$ cat src/rtl/mux41_rr_sched_pkg.sv
// Shared constants, FSM encoding and arbitration helpers for the
// round-robin 4:1 mux scheduler.
package mux41_rr_sched_pkg;

  localparam int NUM_REQ = 4;
  localparam int SEL_W   = 2;

  typedef enum logic {
    ST_IDLE  = 1'b0,
    ST_GRANT = 1'b1
  } state_t;

  // Round-robin pick: first set bit of (req & ~excl), searching from ptr upward
  // with wrap. Returns a one-hot vector, or zero when nobody is eligible.
  function automatic logic [NUM_REQ-1:0] rr_pick(
    input logic [NUM_REQ-1:0] req,
    input logic [SEL_W-1:0]   ptr,
    input logic [NUM_REQ-1:0] excl
  );
    logic [NUM_REQ-1:0] cand;
    logic [SEL_W-1:0]   idx;
    logic               found;
    rr_pick = '0;
    cand    = req & ~excl;
    found   = 1'b0;
    for (int k = 0; k < NUM_REQ; k++) begin
      idx = ptr + k[SEL_W-1:0];
      if (!found && cand[idx]) begin
        rr_pick[idx] = 1'b1;
        found        = 1'b1;
      end
    end
  endfunction

  // One-hot to binary; a zero input yields zero.
  function automatic logic [SEL_W-1:0] oh2bin(input logic [NUM_REQ-1:0] oh);
    oh2bin = '0;
    for (int k = 0; k < NUM_REQ; k++) begin
      if (oh[k]) oh2bin = oh2bin | k[SEL_W-1:0];
    end
  endfunction

endpackage

$ cat src/rtl/mux41_rr_sched_mux41structural.sv
// Gate-level 4:1 multiplexer: c = a[s].
module mux41structural (
  input  logic [3:0] a,
  input  logic [1:0] s,
  output logic       c
);

  logic [3:0] term;

  assign term[0] = a[0] & ~s[1] & ~s[0];
  assign term[1] = a[1] & ~s[1] &  s[0];
  assign term[2] = a[2] &  s[1] & ~s[0];
  assign term[3] = a[3] &  s[1] &  s[0];
  assign c       = |term;

endmodule

$ cat src/rtl/mux41_rr_sched.sv
// Round-robin scheduler sharing one 4:1 mux among four requesters, with
// burst-limited grants and a registered, valid-qualified mux output.
module mux41_rr_sched
  import mux41_rr_sched_pkg::*;
#(
  parameter int MAX_BURST = 4,
  parameter int CNT_W     = 4
) (
  input  logic               clk,
  input  logic               rst,
  input  logic [NUM_REQ-1:0] req,
  input  logic [NUM_REQ-1:0] a,
  output logic [NUM_REQ-1:0] gnt,
  output logic [SEL_W-1:0]   s,
  output logic               busy,
  output logic               c_q,
  output logic               vld_q
);

  state_t             state_q, state_d;
  logic [SEL_W-1:0]   ptr_q, ptr_d;
  logic [CNT_W-1:0]   cnt_q, cnt_d;
  logic [NUM_REQ-1:0] gnt_q, gnt_d;
  logic [SEL_W-1:0]   s_q, s_d;
  logic               c_d, vld_d;
  logic               c;
  logic               rel;
  logic [NUM_REQ-1:0] excl;
  logic [NUM_REQ-1:0] win;

  // Shared mux; select comes straight from the registered grant encoding.
  mux41structural u_mux (
    .a (a),
    .s (s_q),
    .c (c)
  );

  // Arbitration: grant from idle, or release and re-arbitrate on the same edge.
  always_comb begin
    state_d = state_q;
    ptr_d   = ptr_q;
    cnt_d   = cnt_q;
    gnt_d   = gnt_q;
    s_d     = s_q;
    rel     = 1'b0;
    excl    = '0;
    win     = '0;
    case (state_q)
      ST_IDLE: begin
        if (req != '0) begin
          win     = rr_pick(req, ptr_q, '0);
          state_d = ST_GRANT;
          gnt_d   = win;
          s_d     = oh2bin(win);
          cnt_d   = CNT_W'(1);
        end
      end
      ST_GRANT: begin
        // s_q is the holder index while a grant is held.
        rel = !req[s_q] || (cnt_q == CNT_W'(MAX_BURST));
        if (rel) begin
          ptr_d = s_q + 2'd1;
          excl  = req[s_q] ? '0 : (NUM_REQ'(1) << s_q);
          // Search starts after the holder, so an expired holder only wins
          // again when it is the sole requester.
          win   = rr_pick(req, s_q + 2'd1, excl);
          if (win != '0) begin
            gnt_d = win;
            s_d   = oh2bin(win);
            cnt_d = CNT_W'(1);
          end else begin
            state_d = ST_IDLE;
            gnt_d   = '0;
            cnt_d   = '0;
          end
        end else begin
          cnt_d = cnt_q + CNT_W'(1);
        end
      end
      default: begin
        state_d = ST_IDLE;
        gnt_d   = '0;
        cnt_d   = '0;
      end
    endcase
  end

  // Output capture: follow the mux while granted, otherwise hold.
  always_comb begin
    c_d   = busy ? c : c_q;
    vld_d = busy;
  end

  // State registers; reset also discards any in-flight output.
  always_ff @(posedge clk) begin
    if (rst) begin
      state_q <= ST_IDLE;
      ptr_q   <= '0;
      cnt_q   <= '0;
      gnt_q   <= '0;
      s_q     <= '0;
      c_q     <= 1'b0;
      vld_q   <= 1'b0;
    end else begin
      state_q <= state_d;
      ptr_q   <= ptr_d;
      cnt_q   <= cnt_d;
      gnt_q   <= gnt_d;
      s_q     <= s_d;
      c_q     <= c_d;
      vld_q   <= vld_d;
    end
  end

  assign gnt  = gnt_q;
  assign s    = s_q;
  assign busy = |gnt_q;

endmodule
$ cat config.mk
export PLATFORM = sky130hd
export DESIGN_NAME = mux41_rr_sched
export DESIGN_NICKNAME = d
export VERILOG_FILES = /design/src/rtl/mux41_rr_sched_pkg.sv /design/src/rtl/mux41_rr_sched_mux41structural.sv /design/src/rtl/mux41_rr_sched.sv
export SDC_FILE = /design/constraint.sdc
export NUM_CORES = 1
export LEC_CHECK = 0
export CELL_PAD_IN_SITES_DETAIL_PLACEMENT = 1
export CELL_PAD_IN_SITES_GLOBAL_PLACEMENT = 2
export CORE_MARGIN = 2
export CORE_UTILIZATION = 33
export CTS_CLUSTER_DIAMETER = 50
export CTS_CLUSTER_SIZE = 20
export DETAILED_ROUTE_END_ITERATION = 16
export PLACE_DENSITY = 0.84
export SLEW_MARGIN = 20
export SYNTH_ARGS = -nofsm -noshare
export SYNTH_HDL_FRONTEND = slang
export SYNTH_SLANG_ARGS = --single-unit
$ cat constraint.sdc
create_clock -name clk -period 6.4 [get_ports clk]
set_input_delay 1.6 -clock clk [delete_from_list [all_inputs] [get_ports clk]]
set_output_delay 1.6 -clock clk [all_outputs]
set_load 0.02 [all_outputs]
; Word level (Yosys, flattened, before mapping)
; Index checks and enable logic that the tools add are counted.
[word_totals]
register_bits = 15
inputBits = 10
output_inout_bits = 9
wordCells = 184
[classes]
addsub = 8
n_lt_le_gt_ge = 17
eq_ne = 4
n_shift = 1
mux = 99
bitwise = 19
reduce_logical = 29
[op_table]
columns = cell, count
row1 = two-way mux 4 bit, 30
row2 = two-way mux 1 bit, 41
row3 = less-than comparator 2 x 3 -> 1 bit (second input constant), 9
row4 = bitwise OR 4 bit, 6
row5 = binary-select mux 1 bit (select 2 bit), 9
row6 = demux 1 bit (select 2 bit), 8
row7 = >= comparator 2 x 1 -> 1 bit (second input constant), 8
row8 = one-hot mux 4 bit (2 select lines), 2
row9 = logical AND 1 bit, 14
row10 = two-way mux 2 bit, 7
row11 = adder 2 bit (second input constant), 4
row12 = AND 1 bit, 8
row13 = nonzero test 4 bit, 2
row14 = OR reduction 4 bit, 2
row15 = logical NOT 1 bit, 7
row16 = adder 2 x 1 -> 2 bit (second input constant), 3
row17 = adder 4 x 1 -> 4 bit (second input constant), 1
row18 = AND 4 bit, 1
row19 = equality test 4 x 3 -> 1 bit (second input constant), 1
row20 = != test 2 x 1 -> 1 bit (second input constant), 2
row21 = inverter 4 bit, 1
row22 = one-hot mux 2 bit (2 select lines), 1
row23 = AND reduction 2 bit, 2
row24 = left shift 1 x 2 -> 4 bit (first input constant), 1
row25 = 5 further kinds, 7

; Logic depth before layout (Yosys ltp)
[depth]
depth_word = 31
depth_mapped = 11
depth_no_buf = 10

; Cells and area by module
; Synthesis repeated with hierarchy kept, for this count alone.
[hier_totals]
hier_cells = 167
hier_area_um2 = 1506.4
[modules_own_cells]
columns = module, n_inst, cells_each, area_each_um2, seq_area_each_um2
row1 = mux41_rr_sched, 1, 166, 1483.9, 300.3
row2 = mux41structural, 1, 1, 22.5, 0.0

; Worst setup path before layout
; Ideal clock, no wire load.
[synth_timing]
kind = input to register
startpoint = input req[0]
endpoint = register s_q[1], in the netlist s[1]
setup_ns = 0.078
arrival_ns = 3.824
t_required_ns = 6.322
slack_ns = 2.498
stages = 8
path_buffers = 1
path_cell_list = dlymetal6s2s_1 -> o21ai_1 -> mux4_2 -> mux2_4 -> a221o_1 -> or4_4 -> and3_1 -> nor3_1
[synth_via]
elab_chain_cells = 30
elab_cells_between_ends = 97
cone_classes = eq/ne (3) / mux (69) / bitwise (8) / reduce/logical (17)
[synth_rtl]
columns = item, line
row1 = start: declaration, mux41_rr_sched.sv:11  ; input logic [NUM_REQ-1:0] req,
row2 = binary-select mux 1 bit (select 2 bit), "mux41_rr_sched.sv:60, mux41_rr_sched.sv:63"
row3 = two-way mux 1 bit (implied by the code), "mux41_rr_sched.sv:60, mux41_rr_sched.sv:63"
row4 = two-way mux 4 bit, mux41_rr_sched.sv:63  ; excl = req[s_q] ? '0 : (NUM_REQ'(1) << s_q);
row5 = inverter 4 bit, mux41_rr_sched_pkg.sv:24  ; cand = req & ~excl;
row6 = AND 4 bit, mux41_rr_sched_pkg.sv:24
row7 = binary-select mux 1 bit (select 2 bit), mux41_rr_sched_pkg.sv:28  ; if (!found && cand[idx]) begin
row8 = two-way mux 1 bit (implied by the code), mux41_rr_sched_pkg.sv:28
row9 = two-way mux 1 bit, mux41_rr_sched_pkg.sv:28
row10 = [... 13 more ...], --
row11 = logical AND 1 bit, mux41_rr_sched_pkg.sv:28
row12 = two-way mux 4 bit, mux41_rr_sched_pkg.sv:28
row13 = two-way mux 4 bit, mux41_rr_sched.sv:61  ; if (rel) begin
row14 = two-way mux 4 bit, mux41_rr_sched.sv:48  ; case (state_q)
row15 = two-way mux 2 bit (2 in a row), mux41_rr_sched_pkg.sv:39  ; if (oh[k]) oh2bin = oh2bin | k[SEL_W-1:0];
row16 = two-way mux 2 bit, mux41_rr_sched.sv:67  ; if (win != '0) begin
row17 = two-way mux 2 bit, mux41_rr_sched.sv:61
row18 = one-hot mux 2 bit (2 select lines), mux41_rr_sched.sv:48
row19 = end signal: assignment, mux41_rr_sched.sv:101  ; s_q <= '0;
row20 = end signal: assignment, mux41_rr_sched.sv:109  ; s_q <= s_d;
row21 = end: declaration, mux41_rr_sched.sv:24  ; logic [SEL_W-1:0] s_q, s_d;
; Parallel ways exist; a longest one is shown, timed or not. The select of a mux whose other input is x is not followed.
; A chain may end at the register's enable or synchronous reset.

; Worst setup path after layout
[layout_timing]
startpoint = input req[3]
endpoint = register s_q[1], in the netlist s[1]
; Same word-level chain as after synthesis.

==> results.md <==
* Outcome: complete, no violations
* Class of the worst hold path: flop to flop
* Top routing layer used: met4
* FMAX at 220 MHz
* Drt wl/cell at 18.0 um
* Most common cell after layout, fill and taps aside: clkdlybuf4s50_1
* Deepest clock path buffer count at 2
* Met1 wire length at 2120 um
* First-pass detailed-route iteration total at 4
* Final setup vio count at 0
* Flop pwr share at 22.6%
* Diode count at 0
* Sw Ratio at 48.3%
* Yosys cell types at 58
* Relative slew slack at 49.3%
* Pwr Density at 462 nW/um^2
* Port bufs at 18
* #FFs+latches synth at 15
* Switching pwr at 0.000393 W
* Cell row count at 24
* Grt ovf at 0
* Logic pwr share at 68.0%
* Initial core utilization at 34.9%
* Largest net degree at the start of global routing at 17
* Pin slew with the least headroom to its limit at 755 ps
* EDFF count, synth at 0
* Hold path depth at 2
* Synth warnings at 0
* Clock-pin slew on the worst setup and hold paths at 60 ps
* Fin worst setup slack at 1850 ps
* First-pass GRT wire length at 7700 um
* Crit share post-route at 71.1%
* Hold Worst Slack at 495 ps
* Mapped Nets at 205
* Final Hold Viols at 0
* Synth Flop Type: dfxtp_1
* Worst-path maximum fanout at 12
* Min-delay src: cnt_q[3]
* Clk pwr share at 9.4%
* Routability congestion estimate at 0.895
* Maxcap violations at 0
* DP HPWL at 3460 um
* Die H at 72.3 um
* Initial antenna violation count at 0
* Cts bufs inserted at 3
* Drt via density at 6.04
* Internal cell power at 0.000422 W
* Top-level I/O count at 19
* Die area at 5230 sq um
* Vias in the first global route at 1548
* Critical path required time at 6570 ps
* Netlist Area Pre-Place at 1540 sq um
* Setup Skew at 3.90 ps
* Final Util at 40.0%
* Synth-to-layout area growth at 14.6%
* R2R Path Start: s[0]
* Hold-fix buffers at CTS at 0
* Total track usage at 18.7%
* CP Capture Type: flop
* Worst IR Drop VDD at 0.231 mV
* Worst-Skew Late Latency at 250 ps
* Total Power at 0.000815 W
* Core Box Area at 4410 sq um
* Post-cts resize count at 0
* Setup TNS at 0 ps
* WL met2 at 2210 um
* CTS Root Cell: clkbuf_8
* Mapped Cells at 183
* Max-slew violations at 0
* Setup slack, reg-to-reg at 2560 ps
* Post-route minimum period at 4550 ps
* Fin nets at 219
* Worst min-delay path endpoint: cnt_q[3]
* Reg2reg end: s[1]
* WP data arrival at 4720 ps
* Met3 routed WL at 121 um
* Via count at 1498
* Critical path type: input pin to flop
* Asr flop ratio synth at 0%
* Final Routed Wirelength at 4480 um
* ANT nets after route at 0
* Htree depth at 1
* Reg2reg path depth at 10
* Sequential cell area fraction in the yosys report at 19.5%
* Initial DRC Count at 70
* RSZ-0062 raised after global routing: no
* Die Wd at 72.3 um
* Post-CTS Setup Repair Bufs at 0
* Avg Inst Size Synth at 8.42 sq um
* Share of layout cells above drive strength 1 at 9.18%
* Residual DRC count at 0
* Leakage Power at 0.714 nW
* Commonest non-fill, non-tap cells in the layout: 18 x clkdlybuf4s50_1, 17 x nor2_1, 15 x dfxtp_1
* CTS Sinks at 15
* CP startpoint kind: input pin
* DP Worst Slack at 1610 ps
* TritonCTS clock tree: built
[stage by stage]
stage / std cells / cell area (sq um)
after floorplan: 183 / 1540
after global placement: 244 / 1720
after detailed placement: 244 / 1720
after CTS: 248 / 1770
after global routing: 248 / 1770
final: 248 / 1770
[kinds of logic after synthesis]
family | Yosys count | share of synthesized area [%]
AND/OR/NAND/NOR | 65 | 23.5
buffers and inverters | 23 | 7.72
flip-flops | 15 | 19.5
multiplexers | 13 | 12.9
adder cells (fa/ha/maj) | 12 | 9.75
AO/OA/AOI/OAI | 55 | 26.6
[layer usage]
layer  global-route usage (%)  up-vias
met2                     32.8       24
li1                         -      722
met1                     24.9      748
met4                     1.89        0
met3                     2.92        4
met5                        0        -
[power by group through the flow]
stage / Combinational [W] / Clock (W) / Sequential, W
5_1_grt: 0.000607 / 0.0000844 / 0.000192
3_5_place_dp: 0.000549 / 0 / 0.000186
2_1_floorplan: 0.000395 / 0 / 0.000179
3_3_place_gp: 0.000531 / 0 / 0.000183
4_1_cts: 0.000552 / 0.0000794 / 0.000184
6_report: 0.000554 / 0.0000769 / 0.000184
[critical path, stage by stage]
cell and delay (ps):
clkdlybuf4s50_1 730, mux2_4 270, o21ai_1 60, mux4_2 580
mux2_4 320, a221o_1 280, or4_4 530, and3_1 200
nor3_1 150
[registers in the layout, summed over array words and instances, names as in the netlist]
| signal | flops |
|---|---|
| state_q | 1 |
| ptr_q | 2 |
| gnt | 4 |
| vld_q | 1 |
| c_q | 1 |
| cnt_q | 4 |
| s | 2 |
[cell usage after synthesis, types with 2 or more instances]
| master | n | area, sq um |
|---|---|---|
| o21ai_0 | 6 | 30.0 |
| nor3_1 | 6 | 30.0 |
| nand2_1 | 9 | 33.8 |
| nor3b_1 | 6 | 45.0 |
| clkbuf_4 | 2 | 15.0 |
| mux4_2 | 3 | 67.6 |
| o22ai_1 | 2 | 12.5 |
| ha_1 | 12 | 150 |
| a221o_1 | 3 | 30.0 |
| a22o_1 | 3 | 26.3 |
| inv_1 | 14 | 52.6 |
| a2111o_1 | 2 | 22.5 |
| o211ai_1 | 3 | 22.5 |
| nor2b_1 | 3 | 18.8 |
| buf_6 | 2 | 22.5 |
| nand4b_1 | 2 | 17.5 |
| nor2_1 | 17 | 63.8 |
| mux2_4 | 3 | 45.0 |
| nand3_1 | 5 | 25.0 |
| a21oi_1 | 9 | 45.0 |
| a22oi_1 | 2 | 15.0 |
| clkbuf_1 | 3 | 11.3 |
| o211a_1 | 3 | 30.0 |
| and3b_2 | 2 | 20.0 |
| a211oi_1 | 2 | 15.0 |
| and3_1 | 3 | 18.8 |
| mux2i_1 | 6 | 60.1 |
| dfxtp_1 | 15 | 300 |
| o21a_1 | 2 | 15.0 |
| nand2b_1 | 2 | 12.5 |
| o21ai_1 | 3 | 15.0 |
| a311oi_1 | 2 | 17.5 |
[final cells by class]
| cell class | count | area, sq um |
|---|---|---|
| clock buffer | 3 | 41.3 |
| fill | 519 | 2650 |
| tap | 52 | 65.1 |
| timing repair buffer | 18 | 180 |
| clock inverter | 1 | 5.00 |
| multi-input combinational | 145 | 1120 |
| sequential | 15 | 300 |
| inverter | 14 | 52.6 |
[how the worst max path moves through the flow]
stage,from,end
6_report,req[3],s[1]
5_1_grt,req[2],s[1]
3_5_place_dp,req[3],s[1]
3_3_place_gp,req[3],s[1]
4_1_cts,req[3],s[1]
2_1_floorplan,req[0],s[1]
Note: power is estimated with default switching activity, not from simulation.
